<file path="config.mk">
export PLATFORM = sky130hd
export DESIGN_NAME = pipe_hazard_ctrl
export DESIGN_NICKNAME = d
export VERILOG_FILES = /design/src/rtl/pipe_hazard_ctrl.sv
export SDC_FILE = /design/constraint.sdc
export NUM_CORES = 1
export LEC_CHECK = 0
export CORE_MARGIN = 2
export CORE_UTILIZATION = 29
export DETAILED_ROUTE_END_ITERATION = 7
export GPL_TIMING_DRIVEN = 0
export HOLD_SLACK_MARGIN = 0.06
export PLACE_DENSITY = 0.86
export SYNTH_ARGS = -nofsm -noshare
export SYNTH_HDL_FRONTEND = slang
export SYNTH_SLANG_ARGS = --single-unit
</file>
<file path="constraint.sdc">
create_clock -name clk -period 1.47 [get_ports clk]
set_input_delay 0.294 -clock clk [delete_from_list [all_inputs] [get_ports clk]]
set_output_delay 0.294 -clock clk [all_outputs]
set_load 0.01 [all_outputs]
</file>
<file path="src/rtl/pipe_hazard_ctrl.sv">
// Pipeline sequencing controller: per-stage enable/flush from load-use, taken-branch and dmem-wait conditions, plus a dmem watchdog.
// Controls are combinational from the registered state and current inputs. Optional counters are under PIPE_PERF_CNT_EN.
`ifndef REG_ADDR_WIDTH
`define REG_ADDR_WIDTH 5
`endif

module pipe_hazard_ctrl #(
    parameter int REG_ADDR_WIDTH = `REG_ADDR_WIDTH,
    parameter int MEM_TIMEOUT    = 64,
    parameter int CNT_WIDTH      = 32
) (
    input  logic                      clk,
    input  logic                      reset_n,
    input  logic [REG_ADDR_WIDTH-1:0] id_rs1,
    input  logic [REG_ADDR_WIDTH-1:0] id_rs2,
    input  logic [6:0]                ex_inst_opcode,
    input  logic [REG_ADDR_WIDTH-1:0] ex_rd,
    input  logic                      ex_branch_taken,
    input  logic [6:0]                mem_inst_opcode,
    input  logic                      dmem_ready,
    output logic                      pc_en,
    output logic                      if_id_en,
    output logic                      if_id_flush,
    output logic                      id_ex_en,
    output logic                      id_ex_flush,
    output logic                      ex_mem_en,
    output logic                      mem_wb_en,
    output logic                      mem_wb_flush,
    output logic [1:0]                ctrl_state,
    output logic                      mem_timeout_err,
    output logic [CNT_WIDTH-1:0]      stall_cnt,
    output logic [CNT_WIDTH-1:0]      flush_cnt
);

    localparam logic [6:0] OP_LOAD  = 7'b0000011;
    localparam logic [6:0] OP_STORE = 7'b0100011;

    // Wide enough to hold MEM_TIMEOUT itself; still 1 bit when the watchdog is off.
    localparam int                WAIT_W    = $clog2(MEM_TIMEOUT + 2);
    localparam logic [WAIT_W-1:0] WAIT_MAX  = '1;
    localparam logic [WAIT_W-1:0] TIMEOUT_V = WAIT_W'(MEM_TIMEOUT);

    typedef enum logic [1:0] {
        ST_RUN      = 2'd0,
        ST_MEM_WAIT = 2'd1,
        ST_ERR      = 2'd2
    } state_t;

    state_t            state, state_nxt;
    logic [WAIT_W-1:0] wait_cnt, wait_cnt_nxt, wait_inc;
    logic              err_q, err_nxt;
    logic              mem_busy, load_use, wait_limit;

    logic pc_en_c, if_id_en_c, if_id_flush_c, id_ex_en_c, id_ex_flush_c;
    logic ex_mem_en_c, mem_wb_en_c, mem_wb_flush_c;

    assign mem_busy = ((mem_inst_opcode == OP_LOAD) || (mem_inst_opcode == OP_STORE)) && !dmem_ready;

    assign load_use = (ex_inst_opcode == OP_LOAD) && (ex_rd != '0) &&
                      ((ex_rd == id_rs1) || (ex_rd == id_rs2));

    assign wait_inc   = (wait_cnt == WAIT_MAX) ? wait_cnt : wait_cnt + WAIT_W'(1);
    assign wait_limit = (MEM_TIMEOUT != 0) && (wait_inc >= TIMEOUT_V);

    always_ff @(posedge clk or negedge reset_n) begin
        if (!reset_n) begin
            state    <= ST_RUN;
            wait_cnt <= '0;
            err_q    <= 1'b0;
        end else begin
            state    <= state_nxt;
            wait_cnt <= wait_cnt_nxt;
            err_q    <= err_nxt;
        end
    end

    always_comb begin
        state_nxt      = state;
        wait_cnt_nxt   = wait_cnt;
        err_nxt        = err_q;
        pc_en_c        = 1'b0;
        if_id_en_c     = 1'b0;
        if_id_flush_c  = 1'b0;
        id_ex_en_c     = 1'b0;
        id_ex_flush_c  = 1'b0;
        ex_mem_en_c    = 1'b0;
        mem_wb_en_c    = 1'b0;
        mem_wb_flush_c = 1'b0;

        case (state)
            ST_RUN, ST_MEM_WAIT: begin
                if (mem_busy) begin
                    // Freeze everything up to EX/MEM; branch/load-use stay held in ID/EX.
                    mem_wb_en_c    = 1'b1;
                    mem_wb_flush_c = 1'b1;
                    wait_cnt_nxt   = wait_inc;
                    if (wait_limit) begin
                        state_nxt = ST_ERR;
                        err_nxt   = 1'b1;
                    end else begin
                        state_nxt = ST_MEM_WAIT;
                    end
                end else begin
                    state_nxt    = ST_RUN;
                    wait_cnt_nxt = '0;
                    if (ex_branch_taken) begin
                        pc_en_c       = 1'b1;
                        if_id_en_c    = 1'b1;
                        if_id_flush_c = 1'b1;
                        id_ex_en_c    = 1'b1;
                        id_ex_flush_c = 1'b1;
                        ex_mem_en_c   = 1'b1;
                        mem_wb_en_c   = 1'b1;
                    end else if (load_use) begin
                        id_ex_en_c    = 1'b1;
                        id_ex_flush_c = 1'b1;
                        ex_mem_en_c   = 1'b1;
                        mem_wb_en_c   = 1'b1;
                    end else begin
                        pc_en_c     = 1'b1;
                        if_id_en_c  = 1'b1;
                        id_ex_en_c  = 1'b1;
                        ex_mem_en_c = 1'b1;
                        mem_wb_en_c = 1'b1;
                    end
                end
            end
            default: begin
                // ERR (and any illegal encoding) holds the pipe frozen until reset.
                state_nxt    = state;
                wait_cnt_nxt = wait_cnt;
            end
        endcase
    end

    assign pc_en        = reset_n & pc_en_c;
    assign if_id_en     = reset_n & if_id_en_c;
    assign if_id_flush  = reset_n & if_id_flush_c;
    assign id_ex_en     = reset_n & id_ex_en_c;
    assign id_ex_flush  = reset_n & id_ex_flush_c;
    assign ex_mem_en    = reset_n & ex_mem_en_c;
    assign mem_wb_en    = reset_n & mem_wb_en_c;
    assign mem_wb_flush = reset_n & mem_wb_flush_c;

    assign ctrl_state      = state;
    assign mem_timeout_err = err_q;

`ifdef PIPE_PERF_CNT_EN
    logic                 stall_evt, flush_evt;
    logic [CNT_WIDTH-1:0] stall_q, flush_q;

    assign stall_evt = (state != ST_ERR) && !pc_en_c;
    assign flush_evt = (state != ST_ERR) && !mem_busy && ex_branch_taken;

    always_ff @(posedge clk or negedge reset_n) begin
        if (!reset_n) begin
            stall_q <= '0;
            flush_q <= '0;
        end else begin
            if (stall_evt) stall_q <= stall_q + CNT_WIDTH'(1);
            if (flush_evt) flush_q <= flush_q + CNT_WIDTH'(1);
        end
    end

    assign stall_cnt = stall_q;
    assign flush_cnt = flush_q;
`else
    assign stall_cnt = '0;
    assign flush_cnt = '0;
`endif

endmodule

</file>
=== After elaboration in Yosys (flattened, before gate mapping) ===
Cells that the tools add are included.

* Register bits: 10
* Input port bits: 33
* Output and inout bits: 75
* Word-level logic and storage cells: 48

* $add $sub $neg: 1
* Order comparisons: 1
* Equal/unequal tests: 7
* Muxes and demuxes: 20
* Bitwise operators: 6
* Reduce and logical (&&, ||, !) cells: 10

{| class="wikitable"
|+ Operators with widths
! operator !! number
|-
| two-way mux 1 bit || 16
|-
| == test 7 x 2 -> 1 bit, second input constant || 2
|-
| two-way mux 7 bit || 2
|-
| == test 5 bit || 2
|-
| adder 7 x 1 -> 7 bit, second input constant || 1
|-
| == test 7 x 6 -> 1 bit, second input constant || 1
|-
| == test 7 bit, second input constant || 1
|-
| >= comparator 7 bit, second input constant || 1
|-
| bitwise AND 1 bit || 6
|-
| nonzero test 5 bit || 1
|-
| two-way mux 2 bit || 2
|-
| logical AND 1 bit || 3
|-
| AND reduction 3 bit || 1
|-
| == test 2 x 1 -> 1 bit, second input constant || 1
|-
| logical NOT 2 bit || 1
|-
| logical OR 1 bit || 2
|-
| OR reduction 2 bit || 1
|-
| logical NOT 1 bit || 1
|}

=== Longest topological paths before layout ===
* Depth in word-level cells: 8
* Depth in mapped cells: 6
* Mapped depth without buffers: 5

=== Least setup slack after synthesis ===
No wires, ideal clock.

* Path type: register -> output
* From: register state[1] (netlist: ctrl_state[1])
* To: output port id_ex_flush
* Arrival time: 1.395 ns
* Setup slack: -0.219 ns
* Stages on the path, launching flop included: 4
* Path buffers: 1
* Cells stage by stage: dfrtp_1 -> buf_1 -> or4b_1 -> o21bai_1

* Longest elaborated chain between the ends: 4
* Elaborated cells between the ends (all ways): 5

{| class="wikitable"
|+ Ends and longest elaborated chain
! element !! RTL line !! text
|-
| start: declaration || 49 || <nowiki>state_t state, state_nxt;</nowiki>
|-
| start signal: assignment || 71 || <nowiki>state <= state_nxt;</nowiki>
|-
| == test 2 x 1 -> 1 bit or logical NOT 2 bit (tied branches) || 90 || <nowiki>case (state)</nowiki>
|-
| OR reduction 2 bit * || 90 ||
|-
| two-way mux 1 bit * || 90 ||
|-
| bitwise AND 1 bit * || 140 || <nowiki>assign id_ex_flush = reset_n & id_ex_flush_c;</nowiki>
|-
| end: declaration || 25 || <nowiki>output logic id_ex_flush,</nowiki>
|}

Mark *: on every way between the ends. The rest lies on a longest branch, timed or not.

=== Worst setup path after layout ===
Same ends and word-level chain as after synthesis.

==> summary.md <==
| Metric | Value |
|---|---|
| Tot Pwr | `959.4 uW` |
| Clock buffer depth | `2` |
| Sw Share | `28.30%` |
| Mapped Cells | `142` |
| Final #Nets | `300` |
| Clk_skew | `0.002951 ns` |
| IO Count | `108` |
| Unrepaired setup endpoints after global routing | `yes` |
| CTS tree | `built` |
| Detail Placement HPWL | `2330 um` |
| TritonCTS Buffers | `3` |
| Placement row count | `23` |
| Fin cells | `314` |
| CTS Root Cell | `clkbuf_8` |
| Final setup violating endpoints | `7` |
| Main synth FF type | `dfrtp_1` |
| Placed Instances | `297` |
| Syn Area/Cell | `8.609 um^2` |
| Clock network fraction of total power | `29.1%` |
| Largest family of logic cells by synthesized area | `buffers and inverters` |
| XOR/XNOR share of the synthesized area | `10.03%` |
| Initial Utilization | `30.34%` |
| Fillcell total | `390` |
| Chip Width | `68.93 um` |
| Synth Area in Compound Gates | `10.54%` |
| Tcrit/Tclk final | `128.1%` |
| Peak supply drop | `0.3529 mV` |
| Largest net degree at the start of global routing | `11` |
| Layout cells sized above 1 | `49.62%` |
| Fin. Hold Viols | `0` |
| Ys Warns | `0` |
| Setup WS post-layout | `-0.4136 ns` |
| Crit path time final | `1.884 ns` |
| CP Max Fanout | `10` |
| Setup_tns | `-1.478 ns` |
| Psw | `271.5 uW` |
| Iter 0 DRT Violations | `18` |
| Worst Setup Path Type | `register to output pin` |
| Distinct cell type count after synthesis | `37` |
| Post-place instance area | `1982 um^2` |
| H-tree levels | `1` |
| I/O Buffers | `42` |
| Worst endpoint required time | `1.18 ns` |
| Status | `complete, but fails checks` |
| First-pass GRT wire length | `3926 um` |
| Routability cong. | `0.6596` |
| Post-Synth Simple-Gate Area | `14.64%` |
| Vias in the first global route | `944` |
| Fmax | `0.5309 GHz` |
| Worst hold path type | `register to register` |
| Post-synth EDFFs | `0` |
| Initial antenna violation count | `0` |
| Number of synthesized register bits | `10` |
| Part of the Yosys area used for sequential elements | `20.47%` |
| Clock-pin slew on the worst setup and hold paths | `0.05 ns` |
| Grt ovf | `0` |
| Mux contribution to synthesized area | `0.8188%` |
| Max_cap viols | `0` |
| CTS sink cnt | `10` |
| Area grow syn2layout | `77.48%` |
| Power per Cell Area | `442.2 nW/um^2` |
| P_leak | `1.229 nW` |
| Die height | `68.93 um` |
| Final Util | `53.85%` |
| Cell-internal power | `687.9 uW` |
| Remaining DRCs | `0` |
| Core area | `4029 um^2` |
| Post-DRT Antenna Nets | `0` |
| Failing checks | `negative setup slack` |
| Via count | `1131` |
| Diode count | `0` |
| Critical path capture point type | `output pin` |
| Flop pwr share | `28.9%` |
| Drt wl/cell | `9.197 um` |
| Via density | `3.602` |
| Worst Path Arrival | `1.59 ns` |
| Type of element launching the critical path | `register` |
| Async SR Flop Fraction | `100.0%` |
| First-pass DRT Iterations | `4` |
| Clk Latency, worst-skew pair | `0.23 ns` |
| Post-Synth Adder-Cell Area | `1.024%` |
| Comb power frac | `41.9%` |
| Cell area after layout | `2170 um^2` |
| Drt total wl | `2888 um` |
| Overall Global Routing Usage | `11.17%` |
| Setup WS pre-CTS | `-1.386 ns` |
| Die area | `4751 um^2` |
| Final Max Slew Viols | `0` |
| WHS | `0.4775 ns` |
| Mapped Area | `1222 um^2` |
[synthesized netlist by cell type (all sizes together), types with 2 or more instances]
library cell | count | share of area [%]
and3 | 3 | 1.5
buf | 68 | 41
xnor2 | 4 | 2.9
dfrtp | 10 | 20
inv | 3 | 0.92
nor2 | 11 | 3.4
a211oi | 2 | 1.2
nor3 | 2 | 0.82
xor2 | 10 | 7.2
or2 | 2 | 1.0
a31oi | 2 | 1.0
a21oi | 2 | 1.4
[layout make-up]
class                      instances  area, um^2  share of cell area, %
inverter                           3       11.26                 0.5190
tap                               50       62.56                  2.884
clock buffer                       3       41.29                  1.903
sequential                        10       251.5                  11.59
multi-input combinational        124       777.0                  35.81
timing repair buffer              58       523.0                  24.11
buffer                            66       503.0                  23.18
[layer usage]
| layer | GRT usage, % | up-vias | part of all wire [%] |
|---|---|---|---|
| met1 | 10.51 | 485 | 30 |
| met5 | 0 | - | 0 |
| met4 | 3.676 | 0 | 0.38 |
| li1 | - | 580 | - |
| met2 | 20.91 | 64 | 51 |
| met3 | 5.519 | 2 | 18 |
[final timing paths]
| kind | startpoint | to | slack (ns) | cells after the start |
|---|---|---|---|---|
| setup / recovery | ctrl_state[1]$_DFFE_PN0N_ | id_ex_flush | -0.41 | 4 |
| min in group asynchronous | reset_n | ctrl_state[1]$_DFFE_PN0N_ | 0.71 | 2 |
| hold / removal | mem_timeout_err$_DFFE_PN0P_ | mem_timeout_err$_DFFE_PN0P_ | 0.48 | 1 |
| hold reg to reg | mem_timeout_err$_DFFE_PN0P_ | mem_timeout_err$_DFFE_PN0P_ | 0.48 | 1 |
| max in group asynchronous | reset_n | wait_cnt[4]$_DFFE_PN0N_ | 0.42 | 2 |
| setup reg to reg | wait_cnt[0]$_DFFE_PN0N_ | wait_cnt[5]$_DFFE_PN0N_ | 0.07 | 5 |
[cell families after synthesis]
group	Yosys count
buffers and inverters	71
AND/OR/NAND/NOR	30
AO/OA/AOI/OAI	14
XOR/XNOR	14
flip-flops	10
adder cells (fa/ha/maj)	1
other	1
multiplexers	1
[repair_timing]
| item | CTS | global route |
|---|---|---|
| gates resized for setup | 134 | 11 |
| setup endpoints to repair | 16 | 10 |
| pin swaps | 21 | 15 |
| setup buffers | 13 | 2 |
| gates cloned | 0 | 0 |
| hold buffers | 1 | 0 |
| hold endpoints to repair | 10 | 0 |
[sequential cells by signal, indices dropped and copies added, names as in the netlist]
register,count
mem_timeout_err,1
ctrl_state,2
wait_cnt,7
[power by group through the flow]
stage | clock [mW] | combinational [mW] | sequential [mW]
after global placement | 0 | 0.378 | 0.282
after detailed placement | 0 | 0.381 | 0.282
after floorplan | 0 | 0.250 | 0.282
after CTS | 0.291 | 0.397 | 0.277
after global routing | 0.310 | 0.444 | 0.277
final | 0.280 | 0.402 | 0.278
[worst max-delay path, cell delays in order, from the launching register on]
cell      delay [ns]
dfrtp_1         0.40
buf_6           0.16
or4b_4          0.54
o21bai_4        0.14
buf_6           0.12
[cells in the final DEF (no fill, tap or decap), types with 3 or more instances in the layout]
cell           count
buf_2              7
xor2_1            10
inv_1              3
xnor2_1            4
nor2_1            11
dfrtp_1            9
buf_4             75
clkbuf_8           3
clkbuf_2           4
buf_6             17
dlygate4sd2_1     11
conb_1            64
Note: power is estimated with default switching activity, not from simulation.
